===== src/rtl/fwd_hazard_unit.sv =====
// fwd_hazard_unit: EX-stage operand forwarding and hazard detection.
// Picks a forwarding source for each EX operand (MEM, WB or a completing
// multi-cycle result), raises stall/bubble on load-use, pending multi-cycle
// RAW, multi-cycle WAW and scoreboard-full, tracks outstanding multi-cycle
// writes in a small scoreboard, and counts stall cycles with saturation.
module fwd_hazard_unit #(
  parameter int unsigned REG_AW  = 5,
  parameter int unsigned NUM_SRC = 2,
  parameter int unsigned DEPTH   = 4,
  parameter int unsigned LAT_W   = 4,
  parameter int unsigned CNT_W   = 32
) (
  input  logic                        CLK,
  input  logic                        RSTn,
  input  logic                        ex_valid,
  input  logic [NUM_SRC*REG_AW-1:0]   ex_rs,
  input  logic [NUM_SRC-1:0]          ex_rs_used,
  input  logic [REG_AW-1:0]           ex_rd,
  input  logic                        ex_wen,
  input  logic                        mc_issue,
  input  logic [LAT_W-1:0]            mc_lat,
  input  logic [REG_AW-1:0]           mem_rd,
  input  logic                        mem_wen,
  input  logic                        mem_is_load,
  input  logic [REG_AW-1:0]           wb_rd,
  input  logic                        wb_wen,
  output logic [NUM_SRC*3-1:0]        fwd_sel,
  output logic                        mc_done,
  output logic [REG_AW-1:0]           mc_done_rd,
  output logic                        stall,
  output logic                        bubble,
  output logic                        sb_full,
  output logic [CNT_W-1:0]            stall_cnt
);

  // Scoreboard state: one entry per outstanding multi-cycle write.
  logic [DEPTH-1:0]  valid_q, valid_d;
  logic [REG_AW-1:0] rd_q  [DEPTH];
  logic [REG_AW-1:0] rd_d  [DEPTH];
  logic [LAT_W-1:0]  cnt_q [DEPTH];
  logic [LAT_W-1:0]  cnt_d [DEPTH];
  logic [CNT_W-1:0]  stall_cnt_q, stall_cnt_d;

  logic [DEPTH-1:0]   doneOh;
  logic               doneSeen;
  logic [REG_AW-1:0]  doneRd;
  logic [NUM_SRC-1:0] srcLoadUse;
  logic [NUM_SRC-1:0] srcRawPend;
  logic               loadUse;
  logic               rawPend;
  logic               wawHit;
  logic               stallRaw;
  logic               allocReq;
  logic               allocDone;
  logic [LAT_W-1:0]   allocCnt;

  // Only the lowest-index entry that has reached zero completes; others at zero wait their turn.
  always_comb begin
    doneOh   = '0;
    doneSeen = 1'b0;
    for (int i = 0; i < int'(DEPTH); i++) begin
      if (valid_q[i] && (cnt_q[i] == '0) && !doneSeen) begin
        doneOh[i] = 1'b1;
        doneSeen  = 1'b1;
      end
    end
  end

  // Destination register of the completing entry, zero when nothing completes.
  always_comb begin
    doneRd = '0;
    for (int i = 0; i < int'(DEPTH); i++) begin
      if (doneOh[i]) doneRd = doneRd | rd_q[i];
    end
  end

  assign mc_done    = doneSeen;
  assign mc_done_rd = doneRd;
  assign sb_full    = &valid_q;

  // Per-source matching: forwarding select, load-use and pending multi-cycle RAW.
  for (genvar s = 0; s < int'(NUM_SRC); s++) begin : g_src
    logic [REG_AW-1:0] srcReg;
    logic              srcLive;
    logic              memHit;
    logic              wbHit;
    logic              mcHit;
    logic              pendHit;

    assign srcReg  = ex_rs[s*REG_AW +: REG_AW];
    assign srcLive = ex_rs_used[s] && (srcReg != '0);
    assign memHit  = srcLive && mem_wen && (mem_rd == srcReg);
    assign wbHit   = srcLive && wb_wen && (wb_rd == srcReg);
    assign mcHit   = srcLive && doneSeen && (doneRd == srcReg);

    // A source is blocked by any still-counting entry writing the same register.
    always_comb begin
      pendHit = 1'b0;
      for (int i = 0; i < int'(DEPTH); i++) begin
        if (srcLive && valid_q[i] && (cnt_q[i] != '0) && (rd_q[i] == srcReg)) pendHit = 1'b1;
      end
    end

    assign fwd_sel[s*3 +: 3] = memHit ? 3'b010 :
                               wbHit  ? 3'b001 :
                               mcHit  ? 3'b100 : 3'b000;
    assign srcLoadUse[s] = memHit && mem_is_load;
    assign srcRawPend[s] = pendHit;
  end

  assign loadUse = |srcLoadUse;
  assign rawPend = |srcRawPend;

  // A younger writer must not overtake an outstanding multi-cycle write to the same register.
  always_comb begin
    wawHit = 1'b0;
    for (int i = 0; i < int'(DEPTH); i++) begin
      if (ex_wen && (ex_rd != '0) && valid_q[i] && (rd_q[i] == ex_rd)) wawHit = 1'b1;
    end
  end

  assign stallRaw = ex_valid && (loadUse || rawPend || wawHit || (mc_issue && sb_full));
  assign stall    = stallRaw;
  assign bubble   = stallRaw;

  assign allocReq = ex_valid && mc_issue && !stallRaw && (ex_rd != '0);
  assign allocCnt = (mc_lat == '0) ? '0 : (mc_lat - LAT_W'(1));

  // Scoreboard update: retire the completing entry, count down the rest, then allocate into the lowest free slot.
  always_comb begin
    valid_d   = valid_q;
    rd_d      = rd_q;
    cnt_d     = cnt_q;
    allocDone = 1'b0;
    for (int i = 0; i < int'(DEPTH); i++) begin
      if (doneOh[i]) begin
        valid_d[i] = 1'b0;
      end else if (valid_q[i] && (cnt_q[i] != '0)) begin
        cnt_d[i] = cnt_q[i] - LAT_W'(1);
      end
    end
    for (int i = 0; i < int'(DEPTH); i++) begin
      if (allocReq && !allocDone && !valid_d[i]) begin
        valid_d[i] = 1'b1;
        rd_d[i]    = ex_rd;
        cnt_d[i]   = allocCnt;
        allocDone  = 1'b1;
      end
    end
  end

  // Stall counter sticks at all-ones instead of wrapping.
  always_comb begin
    stall_cnt_d = stall_cnt_q;
    if (stallRaw && (stall_cnt_q != '1)) stall_cnt_d = stall_cnt_q + CNT_W'(1);
  end

  assign stall_cnt = stall_cnt_q;

  // State registers with synchronous active-low reset that drops all outstanding entries.
  always_ff @(posedge CLK) begin
    if (!RSTn) begin
      valid_q     <= '0;
      stall_cnt_q <= '0;
      for (int i = 0; i < int'(DEPTH); i++) begin
        rd_q[i]  <= '0;
        cnt_q[i] <= '0;
      end
    end else begin
      valid_q     <= valid_d;
      stall_cnt_q <= stall_cnt_d;
      for (int i = 0; i < int'(DEPTH); i++) begin
        rd_q[i]  <= rd_d[i];
        cnt_q[i] <= cnt_d[i];
      end
    end
  end

endmodule


===== config.mk =====
export PLATFORM = sky130hd
export DESIGN_NAME = fwd_hazard_unit
export DESIGN_NICKNAME = d
export VERILOG_FILES = /design/src/rtl/fwd_hazard_unit.sv
export SDC_FILE = /design/constraint.sdc
export NUM_CORES = 1
export LEC_CHECK = 0
export BUFFER_PORTS_ARGS = -buffer_cell sky130_fd_sc_hd__buf_2
export CAP_MARGIN = 10
export CORE_ASPECT_RATIO = 1.1
export CORE_MARGIN = 2
export CORE_UTILIZATION = 55
export CTS_CLUSTER_SIZE = 8
export DETAILED_ROUTE_END_ITERATION = 10
export PLACE_DENSITY_LB_ADDON = 0.2
export SYNTH_ARGS = -nofsm -noshare
export SYNTH_HDL_FRONTEND = slang
export SYNTH_SLANG_ARGS = --single-unit

===== constraint.sdc =====
create_clock -name CLK -period 4 [get_ports CLK]
set_input_delay 0.4 -clock CLK [delete_from_list [all_inputs] [get_ports CLK]]
set_output_delay 0.4 -clock CLK [all_outputs]
set_load 0.02 [all_outputs]

### Yosys cells after proc, flatten, opt, wreduce, memory -nomap -nowiden

Cells that the tools add are included.
Widths: inputs -> output; s select.

| word-level totals | value |
|---|---|
| register bits | 72 |
| input port bits | 39 |
| output and inout port bits | 47 |

| cells by class | value |
|---|---|
| add/subtract/negate cells | 6 |
| eq/ne operators | 23 |
| mux-type cells | 53 |
| bitwise operators | 3 |
| reductions and logical operators | 110 |

Operator list:

| kind | number |
|---|---|
| $eq 5x5->1 | 18 |
| $logic_and 1x1->1 | 73 |
| $mux 4 | 13 |
| $add 32x1->32 const B | 1 |
| $ne 32x32->1 const B | 1 |
| $mux 1 | 30 |
| $logic_not 4->1 | 5 |
| $mux 5 | 4 |
| $sub 4x1->4 const B | 5 |
| $mux 3 | 6 |
| $reduce_bool 4->1 | 4 |
| $or 5x5->5 | 3 |
| $reduce_bool 5->1 | 3 |
| $logic_not 1->1 | 11 |
| $ne 2x1->1 const B | 4 |
| $reduce_and 2->1 | 4 |
| $reduce_bool 2->1 | 4 |
| $reduce_and 4->1 | 1 |
| $reduce_or 2->1 | 2 |
| $logic_or 1x1->1 | 3 |

### Logic depth before layout (Yosys ltp)

Gate-level depths: netlist (run 1).

| logic depth | value |
|---|---|
| depth after elaboration | 32 |
| depth in mapped cells | 12 |
| depth with buffers taken out | 10 |

### Worst setup path after synthesis (run 1)

No wires, ideal clock.

| path | value |
|---|---|
| kind | register to output |
| from | reg cnt_q[8] (netlist name) |
| to | out fwd_sel[2] |
| arrival time | 2.875 ns |
| required time | 3.600 ns |
| slack | 0.725 ns |
| stages on the path, launching flop included | 11 |
| cells stage by stage | dfxtp_1 > inv_1 > ha_1 > nor4bb_1 > and3b_1 > a22oi_1 > nor2_1 > a221oi_1 > xor2_1 > nand4_1 > nor4_1 |

| between the ends | value |
|---|---|
| longest elaborated chain between the ends | 16 |
| elaborated cells between the ends (all ways) | 24 |

Ends and longest elaborated chain:

| item | RTL line | text |
|---|---|---|
| start: declaration | 40 | `logic [LAT_W-1:0] cnt_q [DEPTH];` |
| start signal: indexed assignment | 174 | `cnt_q[i] <= cnt_d[i];` |
| $logic_not 4->1 (*) | 62 | `if (valid_q[i] && (cnt_q[i] == '0) && !doneSeen) begin` |
| $logic_and 1x1->1 (*) (2 in a row) | 62 |  |
| $mux 1 | 62 |  |
| $logic_not 1->1 | 62 |  |
| $logic_and 1x1->1 | 62 |  |
| $mux 1 | 62 |  |
| $logic_not 1->1 | 62 |  |
| $logic_and 1x1->1 | 62 |  |
| $mux 1 | 62 |  |
| $mux 5 | 73 | `if (doneOh[i]) doneRd = doneRd \| rd_q[i];` |
| $eq 5x5->1 | 94 | `assign mcHit = srcLive && doneSeen && (doneRd == srcReg);` |
| $logic_and 1x1->1 (*) | 94 |  |
| $mux 3 (*) | 106 | `mcHit ? 3'b100 : 3'b000;` |
| $mux 3 (*) | 105 | `wbHit ? 3'b001 :` |
| $mux 3 (*) | 104 | `assign fwd_sel[s*3 +: 3] = memHit ? 3'b010 :` |
| end: declaration | 27 | `output logic [NUM_SRC*3-1:0] fwd_sel,` |

Every way passes the cells marked *; elsewhere a longest branch is shown, timed or not.

### Worst setup path in the final report (run 1)

| path | value |
|---|---|
| from | reg cnt_q[8] (netlist name) |
| to | out stall |

| between the ends | value |
|---|---|
| longest elaborated chain between the ends | 11 |
| elaborated cells between the ends (all ways) | 16 |

Ends and longest elaborated chain:

| item | RTL line | text |
|---|---|---|
| $reduce_bool 4->1 (*) | 100 | `if (srcLive && valid_q[i] && (cnt_q[i] != '0) && (rd_q[i] == srcReg)) pendHit = 1'b1;` |
| $logic_and 1x1->1 (2 in a row) | 100 |  |
| $mux 1 (3 in a row) | 100 |  |
| $reduce_or 2->1 (*) | 112 | `assign rawPend = \|srcRawPend;` |
| $logic_or 1x1->1 (*) (3 in a row) | 122 | `assign stallRaw = ex_valid && (loadUse \|\| rawPend \|\| wawHit \|\| (mc_issue && sb_full));` |
| $logic_and 1x1->1 (*) | 122 |  |
| end: declaration | 30 | `output logic stall,` |

Marked as above.

==> results of run 1 <==
worst register-to-register path: stages, from the launching register on:
cell and delay [ns]:
sky130_fd_sc_hd__dfxtp_1 0.37, sky130_fd_sc_hd__inv_1 0.08, sky130_fd_sc_hd__ha_1 0.20, sky130_fd_sc_hd__or3b_1 0.17
sky130_fd_sc_hd__nand2_1 0.17, sky130_fd_sc_hd__or4_1 0.56, sky130_fd_sc_hd__a31oi_1 0.55, sky130_fd_sc_hd__nor2_1 0.13
sky130_fd_sc_hd__nand3b_1 0.37, sky130_fd_sc_hd__buf_4 0.28, sky130_fd_sc_hd__nor2_1 0.07, sky130_fd_sc_hd__a221o_1 0.33
sequential cells by signal (all words and copies together) (netlist names):
signal	flops
stall_cnt	32
rd_q	20
cnt_q	16
valid_q	4
cell usage after synthesis, types with 19 or more instances:
cell type and n:
sky130_fd_sc_hd__a21oi_1 54, sky130_fd_sc_hd__dfxtp_1 72, sky130_fd_sc_hd__o21ai_0 31, sky130_fd_sc_hd__xnor2_1 53, sky130_fd_sc_hd__or3_1 23, sky130_fd_sc_hd__nand3_1 41, sky130_fd_sc_hd__nand4_1 25, sky130_fd_sc_hd__nand2_1 48
sky130_fd_sc_hd__buf_2 19, sky130_fd_sc_hd__inv_1 19, sky130_fd_sc_hd__clkbuf_1 29, sky130_fd_sc_hd__xor2_1 46, sky130_fd_sc_hd__nor3_1 25, sky130_fd_sc_hd__nor2_1 31
power by group through the flow:
| stage | clock network (mW) | registers, mW | logic [mW] |
|---|---|---|---|
| floorplan | 0 | 0.747 | 0.157 |
| global placement | 0 | 0.755 | 0.201 |
| detailed placement | 0 | 0.755 | 0.206 |
| CTS | 0.742 | 0.738 | 0.207 |
| global route | 0.777 | 0.740 | 0.229 |
| finish | 0.737 | 0.738 | 0.207 |
metrics by stage:
stage               power, mW  hold slack [ns]  utilization [%]  cells  setup WS [ns]
global placement       0.9560           0.4600            61.68    817         0.6672
floorplan              0.9035           0.4648                -    665         0.7254
CTS                     1.687           0.4042            64.49    833         0.5209
global route            1.746           0.4112            64.49    833         0.3120
finish                  1.683           0.4064            64.49    833         0.5117
detailed placement     0.9606           0.4751            61.68    817         0.6054
worst paths after layout:
kind / slack [ns] / end / from / cells past startpoint
hold reg to reg: 0.49 / stall_cnt[21] / stall_cnt[21] / 2
setup / recovery: 0.51 / stall / cnt_q[8] / 10
setup reg to reg: 0.63 / cnt_q[15] / cnt_q[8] / 11
hold / removal: 0.41 / rd_q[12] / ex_rd[2] / 3
placed cells by master (no fill, tap or decap), types with 12 or more instances in the layout:
| cell type | synthesis | routed |
|---|---|---|
| sky130_fd_sc_hd__o21ai_0 | 31 | 31 |
| sky130_fd_sc_hd__nand2b_1 | 14 | 14 |
| sky130_fd_sc_hd__nand3_1 | 41 | 41 |
| sky130_fd_sc_hd__a21oi_1 | 54 | 54 |
| sky130_fd_sc_hd__xnor2_1 | 53 | 53 |
| sky130_fd_sc_hd__dfxtp_1 | 72 | 72 |
| sky130_fd_sc_hd__xor2_1 | 46 | 46 |
| sky130_fd_sc_hd__nor2_1 | 31 | 31 |
| sky130_fd_sc_hd__nand4_1 | 25 | 25 |
| sky130_fd_sc_hd__or3_1 | 23 | 23 |
| sky130_fd_sc_hd__buf_2 | 19 | 85 |
| sky130_fd_sc_hd__or4_1 | 12 | 12 |
| sky130_fd_sc_hd__nor4_1 | 14 | 14 |
| sky130_fd_sc_hd__mux2i_1 | 14 | 14 |
| sky130_fd_sc_hd__nand2_1 | 48 | 48 |
| sky130_fd_sc_hd__nor3_1 | 25 | 25 |
| sky130_fd_sc_hd__inv_1 | 19 | 19 |
final cells by class:
| cell class | instances | share of cell area [%] |
|---|---|---|
| inverter | 20 | 1.299 |
| sequential | 72 | 24.94 |
| clock buffer | 9 | 2.143 |
| clock inverter | 7 | 2.208 |
| tap | 114 | 2.468 |
| multi-input combinational | 516 | 58.07 |
| timing repair buffer | 95 | 8.874 |
per-layer routing:
layer  up-vias  global-route usage (%)
li1       2471                       -
met1      2431                   36.06
met2       149                   47.12
met3        26                   4.003
met4         0                   10.31
met5         -                       0
cells by family (layout without fill, tap and decap cells):
family	count (synthesis)	in the layout	synth area share [%]
flops	72	72	28.08
mux	14	14	2.730
buf+inv	77	131	6.532
simple gates	266	266	28.39
fa+ha+maj	9	9	2.194
xor+xnor	99	99	16.89
compound gates	128	128	15.18
==> reports/qor.yml, run 1 <==
dr_wl_met3_um: 649
mappedNetlistArea_um2: 5134
regArea_um2: 1441
pin_count: 86
initial_core_utilization_pct: 57.27
synth_warnings: 0
post_drt_wl_per_cell_um: 16.83
n_antenna_cell: 0
seq_area_frac_synth_pct: 28.08
drt_iter0_drc: 288
cts.root.buffer_cell: "sky130_fd_sc_hd__clkbuf_8"
sum_of_overflow_across_all_layers_after_global_routing: 0
timing_worst_setup_path_type: "register to output pin"
critical_path.startpoint_type: "register"
power_switching_uw: 450.6
timing.slew.headroom_pct: 46.66
power.internal_mw: 1.233
period_utilisation_layout_pct: 87.21
worstPathMaxFanout: 55
cts_post_setup_buffers_inserted: 0
max_freq_ghz: 0.2867
area_growth_syn_to_layout_pct: 12.60
fin_area_um2: 5781
nNetsFinal: 762
placementRows: 36
hpwlAfterDp_um: 10180
power.sequential.fraction_pct: 43.9
synth.top_cell.area_share_pct: 28.08
maxCapViolCount: 0
drtPass1Iterations: 4
post-synth-top-area-cell: "sky130_fd_sc_hd__dfxtp_1"
ir_drop_mv: 0.1597
cts_made_buffers: 9
grt_antenna_before_repair: 0
filler_cell_count: 837
final_layout_size_suffix_gt1_share_pct: 16.41
signal_arrival_time_at_the_worst_endpoint_ns: 3.09
wl_met1_um: 6073
io_buffers: 85
ctsLongestPathBuffers: 2
detail-route-antenna-nets: 0
clkSlewWorstSetupHoldPaths_ns: 0.09
ys_dominant_reg_cell: "sky130_fd_sc_hd__dfxtp_1"
gr-usage-all-layers_pct: 28.09
route.vias.total: 5077
ctsHtreeMaxLevel: 3
post_dp_cell_area_um2: 5529
globalplace.congestion: 0.9551
area_occupied_by_multi_input_gates_um2: 3357
route.detailed.vias_per_inst: 6.095
unrepaired_setup_endpoints_after_global_routing: "no"
number_of_max_slew_violations_in_the_final_report: 0
crit_path_cell_chain: "inv_1 -> ha_1 -> or3b_1 -> nand2_1 -> or4_1 -> a31oi_1 -> o41ai_4 -> buf_12 -> inv_1 -> buf_2"
number_of_buffer_and_inverter_instances_along_the_worst_setup_path: 4
die_w_um: 96.12
clk-insertion-delay-late_ns: 0.36
grt_pass1_wl_um: 22950
outcome: "finished clean"
power.static_leakage_nw: 2.279
routed-wl-met2_um: 7011
critical_path.max_stage_delay_ns: 0.56
routed.top_layer: "met4"
setup_total_negative_slack_ns: 0
synth-edff-count: 0
cp_common_cell: "sky130_fd_sc_hd__inv_1"
synthDistinctLibCells: 52
cts.repair.resized: 0
fp.coreArea_um2: 8964
cp-end-kind: "output pin"
floorplan.die_area_um2: 10120
power.combinational.fraction_pct: 12.3
wl_um: 14020
power.density_nw_per_um2: 291.2
timing.critical_path.required_ns: 3.60
cell_family_contributing_the_most_delay_on_the_critical_path: "simple AND/OR/NAND/NOR gates"
setup_viol: 0
swShare_pct: 26.77
synth.top_cells.by_area: "sky130_fd_sc_hd__dfxtp_1, sky130_fd_sc_hd__xnor2_1, sky130_fd_sc_hd__xor2_1"
tritoncts: "built"
min-delay-path-class: "primary input to register"
async_sr_flop_fraction_pct: 0
avg_synthesized_cell_area_um2: 7.720
slowest_stage: "sky130_fd_sc_hd__or4_1"
remaining_drc_errors: 0
die_y_um: 105.3
cts_hold_buf: 0
synthesis.nets: 713
timing_worst_slew_pin_value_ns: 0.8000
min_period_ns: 3.488
vias_in_the_first_global_route: 4685
fin_worst_skew_ns: 0.01911
grt_start_max_net_pins: 56
ys_seq_elements: 72
clock-sinks: 72
power.share.clock_pct: 43.8
synthCells: 665
finalHoldViolations: 0
No activity file was read; power rests on OpenSTA's default activity.
==> run 2: changes to the inputs <==
--- a/config.mk
+++ b/config.mk
@@ -12,7 +12,7 @@
 export CORE_UTILIZATION = 55
 export CTS_CLUSTER_SIZE = 8
 export DETAILED_ROUTE_END_ITERATION = 10
-export PLACE_DENSITY_LB_ADDON = 0.2
+export PLACE_DENSITY = 0.78
 export SYNTH_ARGS = -nofsm -noshare
 export SYNTH_HDL_FRONTEND = slang
 export SYNTH_SLANG_ARGS = --single-unit
==> run 2 against run 1 <==
Against the previous run:
- global-route usage up 0.31 points
- setup slack worse by 0.032 ns
- fmax down 0.90%
- critical endpoint is now fwd_sel[5]
- highest routed layer unchanged
==> reports/qor.yml, run 2 (same netlist as run 1, synthesis figures left out) <==
outcome: "finished clean"
grt_pass1_wl_um: 22830
globalplace.congestion: 0.9201
finalHoldViolations: 0
n_antenna_cell: 0
sum_of_overflow_across_all_layers_after_global_routing: 0
cts_hold_buf: 0
min-delay-path-class: "primary input to register"
worstPathMaxFanout: 7
fin_worst_skew_ns: 0.01343
max_freq_ghz: 0.2841
initial_core_utilization_pct: 57.27
cts.repair.resized: 0
timing_worst_setup_path_type: "register to output pin"
post_drt_wl_per_cell_um: 16.88
area_growth_syn_to_layout_pct: 12.45
gr-usage-all-layers_pct: 28.40
tritoncts: "built"
timing_worst_slew_pin_value_ns: 0.7901
setup_total_negative_slack_ns: 0
detail-route-antenna-nets: 0
io_buffers: 85
critical_path.startpoint_type: "register"
route.detailed.vias_per_inst: 6.197
power.density_nw_per_um2: 293.9
floorplan.die_area_um2: 10120
die_y_um: 105.3
nNetsFinal: 761
routed.top_layer: "met4"
signal_arrival_time_at_the_worst_endpoint_ns: 3.12
min_period_ns: 3.520
grt_antenna_before_repair: 0
placementRows: 36
final_cell_mix: "sky130_fd_sc_hd__buf_2, sky130_fd_sc_hd__dfxtp_1, sky130_fd_sc_hd__a21oi_1"
timing.critical_path.required_ns: 3.60
final_layout_size_suffix_gt1_share_pct: 16.30
wl_met1_um: 5767
ctsLongestPathBuffers: 2
pin_count: 86
cts_made_buffers: 9
clkSlewWorstSetupHoldPaths_ns: 0.08
drt_iter0_drc: 373
period_utilisation_layout_pct: 88.00
maxCapViolCount: 0
fp.coreArea_um2: 8964
routed-wl-met2_um: 6885
largest_register_ff_count: 32
cp-end-kind: "output pin"
timing.slew.headroom_pct: 47.13
cts_post_setup_buffers_inserted: 0
ctsHtreeMaxLevel: 3
setup_viol: 0
drtPass1Iterations: 5
clk-insertion-delay-late_ns: 0.36
dr_wl_met3_um: 1025
most_frequent_standard_cell_in_the_layout_excluding_fill_and_tap_cells: "sky130_fd_sc_hd__buf_2"
number_of_max_slew_violations_in_the_final_report: 0
unrepaired_setup_endpoints_after_global_routing: "no"
die_w_um: 96.12
ir_drop_mv: 0.2248
hpwlAfterDp_um: 10270
power.static_leakage_nw: 2.275
fin_area_um2: 5773
filler_cell_count: 791
utilization_pct: 64.41
remaining_drc_errors: 0
vias_in_the_first_global_route: 4691
wl_um: 14050
grt_start_max_net_pins: 54
cts.root.buffer_cell: "sky130_fd_sc_hd__clkbuf_8"
post_dp_cell_area_um2: 5509
reg2reg_setup_slack_ns: 0.62
route.vias.total: 5156
clock-sinks: 72
[run 2: changes by cell type in the layout (fill, tap and decap cells not counted)]
cell,previous run,this run
sky130_fd_sc_hd__inv_6,1,0
sky130_fd_sc_hd__inv_8,1,0
sky130_fd_sc_hd__clkbuf_8,9,12
sky130_fd_sc_hd__clkinv_4,2,1
sky130_fd_sc_hd__buf_12,1,0
[run 2: cell type report]
| class | instances | area, um2 | share of cell area [%] |
|---|---|---|---|
| multi-input combinational | 516 | 3357 | 58.15 |
| sequential | 72 | 1441 | 24.97 |
| timing repair buffer | 94 | 493.0 | 8.539 |
| clock buffer | 12 | 165.2 | 2.861 |
| tap | 114 | 142.6 | 2.471 |
| clock inverter | 4 | 98.84 | 1.712 |
| inverter | 20 | 75.07 | 1.300 |
[run 2: worst paths after layout]
check	start	to	depth (start not counted)
min	ex_rd[0]	rd_q[5]	3
max reg2reg	cnt_q[8]	cnt_q[9]	11
max	cnt_q[8]	fwd_sel[5]	12
min reg2reg	stall_cnt[28]	stall_cnt[28]	2
[run 2: critical path: stages, from the launching register on]
cell and delay (ns):
sky130_fd_sc_hd__dfxtp_1 0.34, sky130_fd_sc_hd__inv_1 0.09, sky130_fd_sc_hd__ha_1 0.15, sky130_fd_sc_hd__nor4bb_1 0.22, sky130_fd_sc_hd__buf_4 0.20, sky130_fd_sc_hd__and3b_1 0.24
sky130_fd_sc_hd__a22oi_1 0.17, sky130_fd_sc_hd__nor2_1 0.06, sky130_fd_sc_hd__a221oi_1 0.59, sky130_fd_sc_hd__xor2_1 0.21, sky130_fd_sc_hd__nand4_1 0.12, sky130_fd_sc_hd__nor4_1 0.18
sky130_fd_sc_hd__buf_2 0.21
[run 2: routing by layer]
metal  GRT usage, %  up-vias
met5              0        -
met4          10.51        0
met3          5.075       36
met2          47.22      206
met1          36.15     2453
li1               -     2461
[run 2: report_power, final]
part | internal (mW) | leakage [nW] | total, mW | switching [mW]
Combinational | 0.0845 | 1.56 | 0.209 | 0.124
Clock | 0.467 | 0.133 | 0.750 | 0.284
Sequential | 0.725 | 0.581 | 0.738 | 0.0130
[run 2: per-stage QoR]
| step | setup WS (ns) | instances | hold slack (ns) | power (mW) |
|---|---|---|---|---|
| after detailed placement | 0.6249 | 816 | 0.4749 | 0.9598 |
| after global placement | 0.7260 | 816 | 0.4629 | 0.9544 |
| after CTS | 0.5020 | 832 | 0.3909 | 1.700 |
| after global routing | 0.1799 | 832 | 0.4151 | 1.749 |
| after floorplan | 0.7254 | 665 | 0.4648 | 0.9035 |
| final | 0.4799 | 832 | 0.4124 | 1.697 |
==> run 3: changes to the inputs <==
--- a/config.mk
+++ b/config.mk
@@ -5,7 +5,7 @@
 export SDC_FILE = /design/constraint.sdc
 export NUM_CORES = 1
 export LEC_CHECK = 0
-export BUFFER_PORTS_ARGS = -buffer_cell sky130_fd_sc_hd__buf_2
+export BUFFER_PORTS_ARGS = -buffer_cell sky130_fd_sc_hd__buf_4
 export CAP_MARGIN = 10
 export CORE_ASPECT_RATIO = 1.1
 export CORE_MARGIN = 2
==> run 3 against run 2 <==
Against the previous run:
- setup slack got worse by 0.13 ns
- die area did not move
- clock skew rose by 0.0023 ns
==> reports/qor.yml, run 3 (same netlist as run 1, synthesis figures left out) <==
unrepaired_setup_endpoints_after_global_routing: "no"
ctsLongestPathBuffers: 2
die_w_um: 96.12
vias_in_the_first_global_route: 4798
critPathLaunch: "cnt_q[8]"
timing.critical_path.required_ns: 3.60
hold_start: "ex_rd[3]"
ctsHtreeMaxLevel: 3
drtPass1Iterations: 6
wl_um: 14760
post_dp_cell_area_um2: 5757
n_antenna_cell: 0
utilization_pct: 66.67
timing_worst_setup_path_type: "register to output pin"
route.vias.total: 5149
min_period_ns: 3.653
initial_core_utilization_pct: 57.27
fp.coreArea_um2: 8964
floorplan.die_area_um2: 10120
cts.repair.resized: 0
setup_total_negative_slack_ns: 0
power.static_leakage_nw: 2.299
signal_arrival_time_at_the_worst_endpoint_ns: 3.25
cts_hold_buf: 0
most_frequent_standard_cell_in_the_layout_excluding_fill_and_tap_cells: "sky130_fd_sc_hd__buf_4"
finalHoldViolations: 0
filler_cell_count: 804
cp_common_cell: "sky130_fd_sc_hd__inv_1"
cts.root.buffer_cell: "sky130_fd_sc_hd__clkbuf_8"
final_layout_size_suffix_gt1_share_pct: 16.64
slowest_stage: "sky130_fd_sc_hd__a31oi_1"
number_of_max_slew_violations_in_the_final_report: 0
total_power_mw: 1.607
io_buffers: 85
fin_worst_skew_ns: 0.01568
detail-route-antenna-nets: 0
post_drt_wl_per_cell_um: 17.68
reg2reg_setup_slack_ns: 0.40
fin_hold_ws_ns: 0.3703
worstReg2RegStart: "cnt_q[8]"
grt_antenna_before_repair: 0
pin_count: 86
dpl_worst_slack_ns: 0.5248
worstPathMaxFanout: 55
max_freq_ghz: 0.2737
die_y_um: 105.3
cts_made_buffers: 9
min-delay-path-class: "primary input to register"
globalplace.congestion: 0.9523
gr-usage-all-layers_pct: 29.88
remaining_drc_errors: 0
critical_path.startpoint_type: "register"
fin_area_um2: 5976
area_growth_syn_to_layout_pct: 16.40
placementRows: 36
outcome: "finished clean"
placedCellCount: 819
critical_path.max_stage_delay_ns: 0.61
final_cell_mix: "sky130_fd_sc_hd__buf_4, sky130_fd_sc_hd__dfxtp_1, sky130_fd_sc_hd__a21oi_1"
clk-insertion-delay-late_ns: 0.37
timing_worst_slew_pin_value_ns: 0.8415
maxCapViolCount: 0
ir_drop_mv: 0.1996
largest_register_ff_count: 32
tritoncts: "built"
grt_pass1_wl_um: 23880
worst-r2r-cell-count: 11
timing.slew.headroom_pct: 43.90
timing.critical_path.to: "stall"
slack_of_the_critical_path_ns: 0.3468
clock-sinks: 72
setup_viol: 0
clkSlewWorstSetupHoldPaths_ns: 0.08
period_utilisation_layout_pct: 91.33
cp-end-kind: "output pin"
route.detailed.vias_per_inst: 6.166
nNetsFinal: 764
sum_of_overflow_across_all_layers_after_global_routing: 0
hpwlAfterDp_um: 10670
grt_start_max_net_pins: 56
critical_path.reg2reg.endpoint: "cnt_q[15]"
drt_iter0_drc: 338
cts_post_setup_buffers_inserted: 0
power.density_nw_per_um2: 268.9
crit_path_cell_chain: "inv_1 -> ha_1 -> or3b_1 -> nand2_1 -> or4_1 -> a31oi_1 -> o41ai_4 -> buf_12 -> inv_1 -> buf_4"
post_layout_nonfiller_instances: 835
==> run 3: where the power goes <==
part | internal, mW | switching [mW]
Clock | 0.352 | 0.293
Combinational | 0.0979 | 0.126
Sequential | 0.725 | 0.0137
==> run 3: worst min-delay path by stage <==
stage	end	slack [ns]	depth (start not counted)
after floorplan	cnt_q[12]	0.46	1
after global placement	stall_cnt[21]	0.47	2
after detailed placement	stall_cnt[21]	0.48	2
after CTS	rd_q[18]	0.36	3
after global routing	rd_q[19]	0.36	3
final	rd_q[18]	0.37	3
==> run 3: area by class of cell <==
type                    instances  area (um2)  share of cell area [%]
well taps                     114       142.6                   2.387
clock buffers                   9       123.9                   2.073
multi-input cells             516        3357                   56.18
inverters                      20       75.07                   1.256
flip-flops and latches         72        1441                   24.12
repair buffers                 97       740.7                   12.40
clock inverters                 7       95.09                   1.591
==> run 3: per-layer routing <==
layer | global-route usage, % | up-vias | share of wire (%)
li1 | - | 2470 | -
met1 | 38.84 | 2439 | 42
met5 | 0 | - | 0
met2 | 48.76 | 209 | 49
met3 | 5.218 | 31 | 6.5
met4 | 11.33 | 0 | 2.5
==> run 3: critical path, delay by kind of cell, from the launching register on <==
family	cells	cell delay, ns
adder cells (fa/ha/maj)	1	0.21
AND/OR/NAND/NOR	3	0.96
buffers and inverters	4	0.53
flip-flops	1	0.39
AO/OA/AOI/OAI	2	0.77
